==> config.mk <==
export PLATFORM = sky130hd
export DESIGN_NAME = switch_box_config_loader
export DESIGN_NICKNAME = d
export VERILOG_FILES = /design/src/rtl/switch_box_config_loader.sv
export SDC_FILE = /design/constraint.sdc
export NUM_CORES = 1
export LEC_CHECK = 0
export BUFFER_PORTS_ARGS = -buffer_cell sky130_fd_sc_hd__clkbuf_2
export CAP_MARGIN = 20
export CORE_MARGIN = 2
export CORE_UTILIZATION = 25
export DETAILED_ROUTE_END_ITERATION = 12
export PLACE_DENSITY = 0.43
export SYNTH_ARGS = -nofsm -noshare
export SYNTH_HDL_FRONTEND = slang
export SYNTH_SLANG_ARGS = --single-unit
==> constraint.sdc <==
create_clock -name clk -period 2.4 [get_ports clk]
set_clock_uncertainty 0.2 [all_clocks]
set_input_delay 0.36 -clock clk [delete_from_list [all_inputs] [get_ports clk]]
set_output_delay 0.36 -clock clk [all_outputs]
set_load 0.03 [all_outputs]
==> src/rtl/switch_box_config_loader.sv <==
// rtl/switch_box_config_loader.sv - deserializes a chunk stream into a switch box configuration word
//
// Purpose:
//   Collects NCHUNK chunks of DATA_W bits (chunk 0 in the LSBs) into a wide
//   assembly register. On the last chunk handshake, the assembled word is
//   copied to c and cset pulses for one cycle to commit it to the switch box.
//   Between commits, c holds the last committed word.
//
// Ports:
//   clk        - clock, rising edge
//   rst        - asynchronous active-low reset
//   start      - begin a load (honoured only in IDLE)
//   abort      - cancel a load in progress (LOAD only), no commit
//   din        - configuration chunk
//   din_valid  - din carries a chunk
//   din_ready  - loader accepts din (high in LOAD)
//   c          - committed configuration word (registered)
//   cset       - one-cycle commit strobe
//   busy       - high in LOAD or COMMIT
//   chunk_cnt  - chunks accepted in the current load

module switch_box_config_loader #(
    parameter int CONF_WIDTH = 48,
    parameter int DATA_W     = 8,
    localparam int NCHUNK    = (CONF_WIDTH + DATA_W - 1) / DATA_W,
    localparam int CNT_W     = $clog2(NCHUNK + 1)
) (
    input  logic                  clk,
    input  logic                  rst,
    input  logic                  start,
    input  logic                  abort,
    input  logic [DATA_W-1:0]     din,
    input  logic                  din_valid,
    output logic                  din_ready,
    output logic [CONF_WIDTH-1:0] c,
    output logic                  cset,
    output logic                  busy,
    output logic [CNT_W-1:0]      chunk_cnt
);

    localparam int              ASM_W    = NCHUNK * DATA_W;
    localparam logic [CNT_W-1:0] LAST_IDX = CNT_W'(NCHUNK - 1);

    typedef enum logic [1:0] {
        S_IDLE,
        S_LOAD,
        S_COMMIT
    } state_t;

    state_t                  r_state;
    state_t                  w_next;
    logic [ASM_W-1:0]        r_asm;
    logic [ASM_W-1:0]        w_asm_next;
    logic [CONF_WIDTH-1:0]   r_c;
    logic [CNT_W-1:0]        r_cnt;
    logic                    w_xfer;
    logic                    w_last;

    always_ff @(posedge clk or negedge rst) begin
        if (!rst) begin
            r_state <= S_IDLE;
        end else begin
            r_state <= w_next;
        end
    end

    // Next state plus the assembly word as it would look with the current
    // chunk inserted; that same word feeds c on the final handshake so the
    // last chunk is included without an extra cycle.
    always_comb begin
        w_next     = r_state;
        w_xfer     = 1'b0;
        w_last     = 1'b0;
        w_asm_next = r_asm;
        for (int k = 0; k < NCHUNK; k++) begin
            if (r_cnt == CNT_W'(k)) begin
                w_asm_next[k*DATA_W +: DATA_W] = din;
            end
        end
        case (r_state)
            S_IDLE: begin
                if (start) begin
                    w_next = S_LOAD;
                end
            end
            S_LOAD: begin
                w_xfer = din_valid;
                w_last = din_valid && (r_cnt == LAST_IDX);
                // abort wins over a simultaneous last chunk
                if (abort) begin
                    w_next = S_IDLE;
                end else if (w_last) begin
                    w_next = S_COMMIT;
                end
            end
            S_COMMIT: begin
                w_next = S_IDLE;
            end
            default: begin
                w_next = S_IDLE;
            end
        endcase
    end

    always_ff @(posedge clk or negedge rst) begin
        if (!rst) begin
            r_asm <= '0;
            r_cnt <= '0;
            r_c   <= '0;
        end else begin
            case (r_state)
                S_IDLE: begin
                    if (start) begin
                        r_asm <= '0;
                        r_cnt <= '0;
                    end
                end
                S_LOAD: begin
                    if (abort) begin
                        r_asm <= '0;
                        r_cnt <= '0;
                    end else if (w_xfer) begin
                        r_asm <= w_asm_next;
                        r_cnt <= r_cnt + CNT_W'(1);
                        if (w_last) begin
                            // bits of the final chunk above CONF_WIDTH-1 drop here
                            r_c <= w_asm_next[CONF_WIDTH-1:0];
                        end
                    end
                end
                S_COMMIT: begin
                    r_cnt <= '0;
                end
                default: begin
                    r_cnt <= '0;
                end
            endcase
        end
    end

    // Status outputs decode the state register, so an async reset clears
    // them immediately without waiting for an edge.
    assign din_ready = (r_state == S_LOAD);
    assign busy      = (r_state != S_IDLE);
    assign cset      = (r_state == S_COMMIT);
    assign c         = r_c;
    assign chunk_cnt = r_cnt;

endmodule
# Yosys cells after proc, flatten, opt, wreduce, memory -nomap -nowiden
# Index checks and enable logic that the tools add are counted.
# word_totals
output_inout_bits,54
input_bits,13
ff_bits,101
elab_cells,45
# classes
mux,20
reduce_logical,9
eq_ne,10
bitwise,1
addsub,1
# op_table
op,n
2-to-1 mux 48 bit,3
case mux 48 bit (2 select lines),1
2-to-1 mux 8 bit,6
2-to-1 mux 3 bit,3
== test 3 x 2 -> 1 bit (second input constant),2
== test 3 bit (second input constant),2
2-to-1 mux 2 bit,3
!= test 3 x 2 -> 1 bit (second input constant),2
case mux 3 bit (2 select lines),1
case mux 2 bit (2 select lines),1
AND reduction 2 bit,2
AND reduction 4 bit,1
nonzero test 2 bit,2
adder 3 x 1 -> 3 bit (second input constant),1
== test 3 x 1 -> 1 bit (second input constant),1
logical NOT 3 bit,1
AND reduction 3 bit,1
== test 2 x 1 -> 1 bit (second input constant),1
== test 2 bit (second input constant),1
logical NOT 2 bit,1
2-to-1 mux 1 bit,2
!= test 2 bit (second input constant),1
logical AND 1 bit,1
inverter 1 bit,1

# Logic depth before layout (Yosys ltp)
# Gate-level depths: netlist (run 1).
# logic_depth
ltp_word,5
ltp_mapped,7
depth_no_buf,5

# Worst setup path after synthesis (run 1)
# No wires, ideal clock.
# synth_path
path_type,register to register
from,"reg r_cnt[0], in the netlist chunk_cnt[0]"
to,reg r_asm[24]
arrival_time_ps,1933
required_time_ps,2133
setup_ps,67
path_buffers,2
slack_ps,199
period_less_slack_ps,2201
path_stages_with_launch,7
path_cell_list,dfrtp_1 ha_1 ha_1 buf_1 and4_1 clkbuf_1 a22o_1
# synth_between
elab_chain_len,5
# synth_lines
element,line_no,text
from (decl),55,logic [CNT_W-1:0] r_cnt;
from (signal assigned),124,r_cnt <= r_cnt + CNT_W'(1);
== test 3 x 2 -> 1 bit,76,if (r_cnt == CNT_W'(k)) begin
2-to-1 mux 8 bit,76,
2-to-1 mux 48 bit,122,end else if (w_xfer) begin
2-to-1 mux 48 bit,119,if (abort) begin
case mux 48 bit (2 select lines),111,case (r_state)
to (signal assigned),123,r_asm <= w_asm_next;
to (decl),52,logic [ASM_W-1:0] r_asm;
# Every way passes these cells. The select of a mux whose other input is x is not followed.
# A chain may end at the register's enable or synchronous reset.

# Worst setup path in the final report (run 1)
# layout_path
from,"reg r_cnt[1], in the netlist chunk_cnt[1]"
to,reg r_asm[34]
# layout_between
elab_chain_len,5
# layout_lines
element,line_no
== test 3 bit,76
2-to-1 mux 8 bit,76
2-to-1 mux 48 bit,122
2-to-1 mux 48 bit,119
case mux 48 bit (2 select lines),111
# Every way passes these cells. The select of a mux whose other input is x is not followed.

==> results.json, run 1 <==
{
  "hold_class": "in2reg",
  "netlist_area_um2": 4130,
  "run_status": "finished, final reports clean",
  "dp_hpwl_mm": 7.48,
  "cp_slowest_cell": "nor3_1",
  "leakage_nw": 2.41,
  "cts_buffer_depth": 2,
  "fillerInstances": 1691,
  "final-seq-area_um2": 2330,
  "drcViolationCount": 0,
  "grt_pass1_vias": 3031,
  "ant_nets": 0,
  "stdcell_count": 621,
  "ff2ff_path_depth": 5,
  "period_minus_slack_ns": 2.17,
  "cts_tree": "yes",
  "cp.depth": 5,
  "max_stage_delay_ns": 0.82,
  "hold_violations": 0,
  "nets": 418,
  "rows": 46,
  "critPathLaunchType": "flop",
  "vias_per_cell": 4.82,
  "cts_resized": 0,
  "yosysTopAreaCellShare_pct": 56.4,
  "finalWirelength_mm": 11.4,
  "worstHoldPathCells": 3,
  "crit_fanout": 8,
  "htreeDepth": 3,
  "worstPathRequired_ns": 2.48,
  "period_share_pct": 90.5,
  "clock_latency_ns": 0.35,
  "whs_ns": 0.0961,
  "tns_ns": 0,
  "path_clk_slew_ns": 0.06,
  "multi_input_area_um2": 1630,
  "rrSetupSlack_ns": 0.23,
  "grt.total_usage_pct": 13.4,
  "portBuffers": 66,
  "drt_pass1_iterations": 4,
  "syn_inst": 340,
  "synth_top_area_cell": "dfrtp_1",
  "path_cells": "inv_1 -> ha_1 -> nand2_1 -> nor3_1 -> a32o_1",
  "powerDensity_nw_per_um2": 685,
  "synth.distinct_cells": 39,
  "drive_above_1_share_pct": 28.1,
  "seqPwrFrac_pct": 47.4,
  "clkPwrFrac_pct": 39.3,
  "die_h_um": 132,
  "cts_root_buffer": "clkbuf_16",
  "antenna_found_initial": 0,
  "io_pins": 67,
  "ir_drop_mv": 0.359,
  "intPower_mw": 2.51,
  "crit_type": "reg2reg",
  "synth.avg_cell_area_um2": 12.1,
  "vias": 2994,
  "rsz0062_at_grt": "no",
  "r2r-start": "chunk_cnt[1]$_DFFE_PN0P_",
  "die_area_um2": 17600,
  "yosysWarningCount": 0,
  "area_growth_syn_to_layout_pct": 21.1,
  "setup.worst_path.end_class": "flop",
  "cp_top_family": "simple AND/OR/NAND/NOR gates",
  "power.total_mw": 3.42,
  "die_x_um": 132,
  "ys_top_cells_by_area": "dfrtp_1 (56%), mux2i_1 (9.9%), o21ai_0 (8.1%), a32o_1 (7.8%), mux2_4 (2.9%)",
  "setup_viol": 0,
  "grt_pass1_wl_mm": 17.8,
  "path_buf_inv": 1,
  "num_antenna_cells": 0,
  "numClockSinks": 93,
  "gp_congestion": 0.732,
  "cap_violations": 0,
  "switching_power_mw": 0.913,
  "initial_core_util_pct": 25.8,
  "r2r_end": "r_asm[34]$_DFFE_PN0P_",
  "slew_headroom_pct": 28.6,
  "holdPathEnd": "r_state[0]$_DFFE_PN0P_",
  "place_inst": 604,
  "layout_common_cells": "dfrtp_1 (93), o21ai_0 (67), clkbuf_2 (65), mux2i_1 (41), a32o_1 (32)",
  "drv_slew": 0,
  "min_from": "start",
  "swShare_pct": 26.7,
  "gr-total-overflow": 0,
  "worstPathArrival_ns": 2.25,
  "grt_start_max_net_pins": 45,
  "worstMarginPinSlew_ns": 1.06,
  "cts_buffers": 9,
  "final_common_cell": "dfrtp_1",
  "wire_per_inst_um": 18.3,
  "ys_seq_area_share_pct": 56.4,
  "synthesis.nets": 358,
  "fmax_mhz": 460,
  "ys_ff_latch": 93,
  "core_area_um2": 16000,
  "p_comb_share_pct": 13.2,
  "drt-initial-drc-count": 185
}
[metrics by stage]
| stage | worst slack (ns) | cell area [um2] | utilization (%) |
|---|---|---|---|
| after global placement | 0.306 | 4710 | 29.4 |
| after detailed placement | 0.204 | 4710 | 29.4 |
| final | 0.228 | 5000 | 31.2 |
| after floorplan | 0.199 | 4130 | - |
| after global routing | 0.0766 | 5000 | 31.2 |
| after CTS | 0.185 | 5000 | 31.2 |
[worst register-to-register path, stage by stage (launching register included)]
cell and delay (ns):
dfrtp_1 0.43, inv_1 0.12, ha_1 0.17, nand2_1 0.07
nor3_1 0.82, a32o_1 0.29
[power groups by stage]
| stage | Sequential (mW) | Combinational, mW | Clock [mW] |
|---|---|---|---|
| detailed placement | 1.65 | 0.457 | 0 |
| global route | 1.63 | 0.494 | 1.46 |
| global placement | 1.65 | 0.454 | 0 |
| finish | 1.62 | 0.452 | 1.35 |
| floorplan | 1.66 | 0.275 | 0 |
| CTS | 1.62 | 0.460 | 1.40 |
[per-layer routing]
layer  global-route usage [%]  part of all wire [%]  wire length, um
met1                     18.9                    48             5480
met4                     5.44                   1.6              181
met3                     2.87                   4.1              470
met2                     20.0                    46             5230
met5                        0                     0                0
[state kept, by name (all words and copies together) (netlist names)]
signal,cells
c,48
chunk_cnt,3
r_asm,40
r_state,2
[timing repair]
action,in CTS,in global routing
setup buffers,0,0
hold buffers,1,0
hold endpoints to repair,93,0
[worst max path at each step]
stage / from / to / slack [ns]
global placement: chunk_cnt[1]$_DFFE_PN0P_ / r_asm[34]$_DFFE_PN0P_ / 0.31
detailed placement: chunk_cnt[1]$_DFFE_PN0P_ / r_asm[34]$_DFFE_PN0P_ / 0.20
floorplan: chunk_cnt[0]$_DFFE_PN0P_ / r_asm[24]$_DFFE_PN0P_ / 0.20
CTS: chunk_cnt[1]$_DFFE_PN0P_ / r_asm[34]$_DFFE_PN0P_ / 0.18
finish: chunk_cnt[1]$_DFFE_PN0P_ / r_asm[34]$_DFFE_PN0P_ / 0.23
global route: chunk_cnt[1]$_DFFE_PN0P_ / r_asm[36]$_DFFE_PN0P_ / 0.08
[cell usage after synthesis (all sizes together)]
library cell and instances:
inv 5, or2 3, a32o 32, clkbuf 24, and3 1, dfrtp 93, o211ai 2, nand2 3
a21o 1, nand3 1, nor3 3, o21ba 1, nor3b 2, mux2i 41, a21oi 1, nor2b 3
a22o 8, o21bai 1, and4 1, nor2 1, nand2b 2, a211o 3, o21ai 81, mux2 9
nor4 1, or3b 2, ha 5, buf 10
[cells by family (layout without fill, tap and decap cells)]
| family | count (synthesis) | after routing | synth area share [%] |
|---|---|---|---|
| AOI/OAI and AO/OA | 130 | 130 | 21.0 |
| adders and majority gates | 5 | 5 | 1.52 |
| muxes | 50 | 50 | 13.1 |
| and+or+nand+nor | 23 | 23 | 3.67 |
| DFF | 93 | 93 | 56.4 |
| buffers and inverters | 39 | 104 | 4.30 |
[final cells by class]
class | instances | share of cell area, %
flip-flops and latches | 93 | 46.5
multi-input cells | 208 | 32.6
repair buffers | 83 | 9.51
well taps | 216 | 5.41
clock buffers | 13 | 5.21
clock inverters | 3 | 0.400
inverters | 5 | 0.375
Power figures use the tool's default switching activity.
==> run 2, diff against run 1 <==
--- a/config.mk
+++ b/config.mk
@@ -8,9 +8,9 @@
 export BUFFER_PORTS_ARGS = -buffer_cell sky130_fd_sc_hd__clkbuf_2
 export CAP_MARGIN = 20
 export CORE_MARGIN = 2
-export CORE_UTILIZATION = 25
+export CORE_UTILIZATION = 45
 export DETAILED_ROUTE_END_ITERATION = 12
-export PLACE_DENSITY = 0.43
+export PLACE_DENSITY = 0.67
 export SYNTH_ARGS = -nofsm -noshare
 export SYNTH_HDL_FRONTEND = slang
 export SYNTH_SLANG_ARGS = --single-unit
==> run 2 against run 1 <==
Sequential cell count is the same. First-iteration DRC count decreased by 4.9%. Worst hold slack worse by 0.023 ns. Utilization up 23 points. Combinational power shrank 4%. Sequential share of layout area grew 2.1 points. Design area fell by 4.4%. Via count is 0.60% higher. Routed wire length down 13%. Critical endpoint is now r_asm[19]$_DFFE_PN0P_. Largest cell class unchanged. Highest routed layer unchanged.
==> results.json, run 2 (same netlist as run 1, synthesis figures left out) <==
{
  "run_status": "finished, final reports clean",
  "vias_per_cell": 5.93,
  "grt_pass1_vias": 2968,
  "intPower_mw": 2.43,
  "grt_start_max_net_pins": 50,
  "clock_latency_ns": 0.36,
  "grt_pass1_wl_mm": 16.0,
  "rsz0062_at_grt": "no",
  "p_comb_share_pct": 13.3,
  "setup.worst_path.end_class": "flop",
  "powerDensity_nw_per_um2": 686,
  "worstPathArrival_ns": 2.26,
  "portBuffers": 66,
  "hold_violations": 0,
  "cts_buffers": 9,
  "seqPwrFrac_pct": 49.5,
  "vias": 3012,
  "stdcell_count": 508,
  "gp_congestion": 0.888,
  "fmax_mhz": 462,
  "period_share_pct": 90.1,
  "setup_viol": 0,
  "area_growth_syn_to_layout_pct": 15.9,
  "initial_core_util_pct": 46.9,
  "clkPwrFrac_pct": 37.2,
  "core_area_um2": 8810,
  "dp_hpwl_mm": 6.25,
  "slew_headroom_pct": 36.7,
  "hold_class": "in2reg",
  "leakage_nw": 2.38,
  "grtUsageMet2_pct": 31.2,
  "place_ws_ns": 0.310,
  "cts_root_buffer": "clkbuf_8",
  "grt-busiest-layer": "met1",
  "crit_type": "reg2reg",
  "numClockSinks": 93,
  "die_x_um": 99.8,
  "place_inst": 492,
  "cap_violations": 0,
  "final_common_cell": "dfrtp_1",
  "grt.total_usage_pct": 20.9,
  "drv_slew": 0,
  "ir_drop_mv": 0.335,
  "grt_use_met1_pct": 31.2,
  "cts_tree": "yes",
  "worstMarginPinSlew_ns": 0.943,
  "nets": 414,
  "cts_resized": 0,
  "ant_nets": 0,
  "critPathLaunchType": "flop",
  "layout_setup_ws_ns": 0.237,
  "path_clk_slew_ns": 0.09,
  "grt_use_met3_pct": 3.34,
  "num_antenna_cells": 0,
  "htreeDepth": 3,
  "io_pins": 67,
  "gr-total-overflow": 0,
  "switching_power_mw": 0.848,
  "period_minus_slack_ns": 2.16,
  "crit_fanout": 8,
  "drive_above_1_share_pct": 27.5,
  "drcViolationCount": 0,
  "drt_pass1_iterations": 4,
  "tns_ns": 0,
  "die_area_um2": 9960,
  "worstPathRequired_ns": 2.50,
  "wire_per_inst_um": 19.4,
  "layout_common_cells": "dfrtp_1 (93), o21ai_0 (67), clkbuf_2 (65), mux2i_1 (41), a32o_1 (32)",
  "drt-initial-drc-count": 176,
  "die_h_um": 99.8,
  "antenna_found_initial": 0,
  "finalWirelength_mm": 9.85,
  "rows": 34,
  "fillerInstances": 770,
  "cts_buffer_depth": 2,
  "largest_register_ffs": 48,
  "swShare_pct": 25.8
}
[run 2: changes by cell type in the layout (fill, tap and decap cells not counted)]
cell	change
buf_4	-4
bufinv_16	+3
clkbuf_1	-1
clkbuf_16	-9
clkbuf_8	+7
clkinv_2	+1
clkinvlp_4	-2
[run 2: worst max-delay path, cell delays in order, from the launching register on]
cell and delay, ns:
dfrtp_1 0.45, inv_1 0.12, ha_1 0.14, nand2b_1 0.15, nor3_1 0.76, a32o_1 0.28
[run 2: power groups by stage]
| stage | clock network, mW | logic (mW) | registers [mW] |
|---|---|---|---|
| 3_5_place_dp | 0 | 0.434 | 1.65 |
| 3_3_place_gp | 0 | 0.424 | 1.65 |
| 4_1_cts | 1.24 | 0.437 | 1.62 |
| 6_report | 1.22 | 0.436 | 1.62 |
| 2_1_floorplan | 0 | 0.275 | 1.66 |
| 5_1_grt | 1.31 | 0.475 | 1.63 |
[run 2: area by class of cell]
cell class / instances / area (um2) / share of cell area, %
flip-flops and latches: 93 / 2330 / 48.7
multi-input cells: 208 / 1630 / 34.0
repair buffers: 79 / 445 / 9.31
well taps: 108 / 135 / 2.83
clock buffers: 10 / 128 / 2.67
clock inverters: 5 / 100 / 2.09
inverters: 5 / 18.8 / 0.392
[run 2: metal layers]
metal,up-vias,part of all wire (%)
li1,1376,-
met1,1550,50
met2,75,45
met3,11,3.7
met4,0,1.4
met5,-,0
[run 2: repair_timing]
| item | CTS | global route |
|---|---|---|
| setup buffers | 0 | 0 |
| hold endpoints to repair | 33 | 0 |
| hold buffers | 1 | 0 |
[run 2: through the flow]
stage | area (um2) | hold slack (ns) | util (%) | power [mW]
CTS | 4780 | 0.0650 | 54.3 | 3.30
detailed placement | 4540 | 0.147 | 51.6 | 2.09
global placement | 4540 | 0.140 | 51.6 | 2.08
finish | 4780 | 0.0733 | 54.3 | 3.28
floorplan | 4130 | -0.136 | - | 1.93
global route | 4780 | 0.104 | 54.3 | 3.41
[run 2: worst paths after layout]
kind | from | to | slack [ns] | depth (start not counted)
setup / recovery | chunk_cnt[0]$_DFFE_PN0P_ | r_asm[19]$_DFFE_PN0P_ | 0.24 | 5
hold / removal | start | r_state[0]$_DFFE_PN0P_ | 0.07 | 3
setup reg to reg | chunk_cnt[0]$_DFFE_PN0P_ | r_asm[19]$_DFFE_PN0P_ | 0.24 | 5
hold reg to reg | r_asm[9]$_DFFE_PN0P_ | r_asm[9]$_DFFE_PN0P_ | 0.30 | 1
max in group asynchronous | rst | r_state[1]$_DFFE_PN0P_ | 1.08 | 3
min in group asynchronous | rst | c[29]$_DFFE_PN0P_ | 0.30 | 2
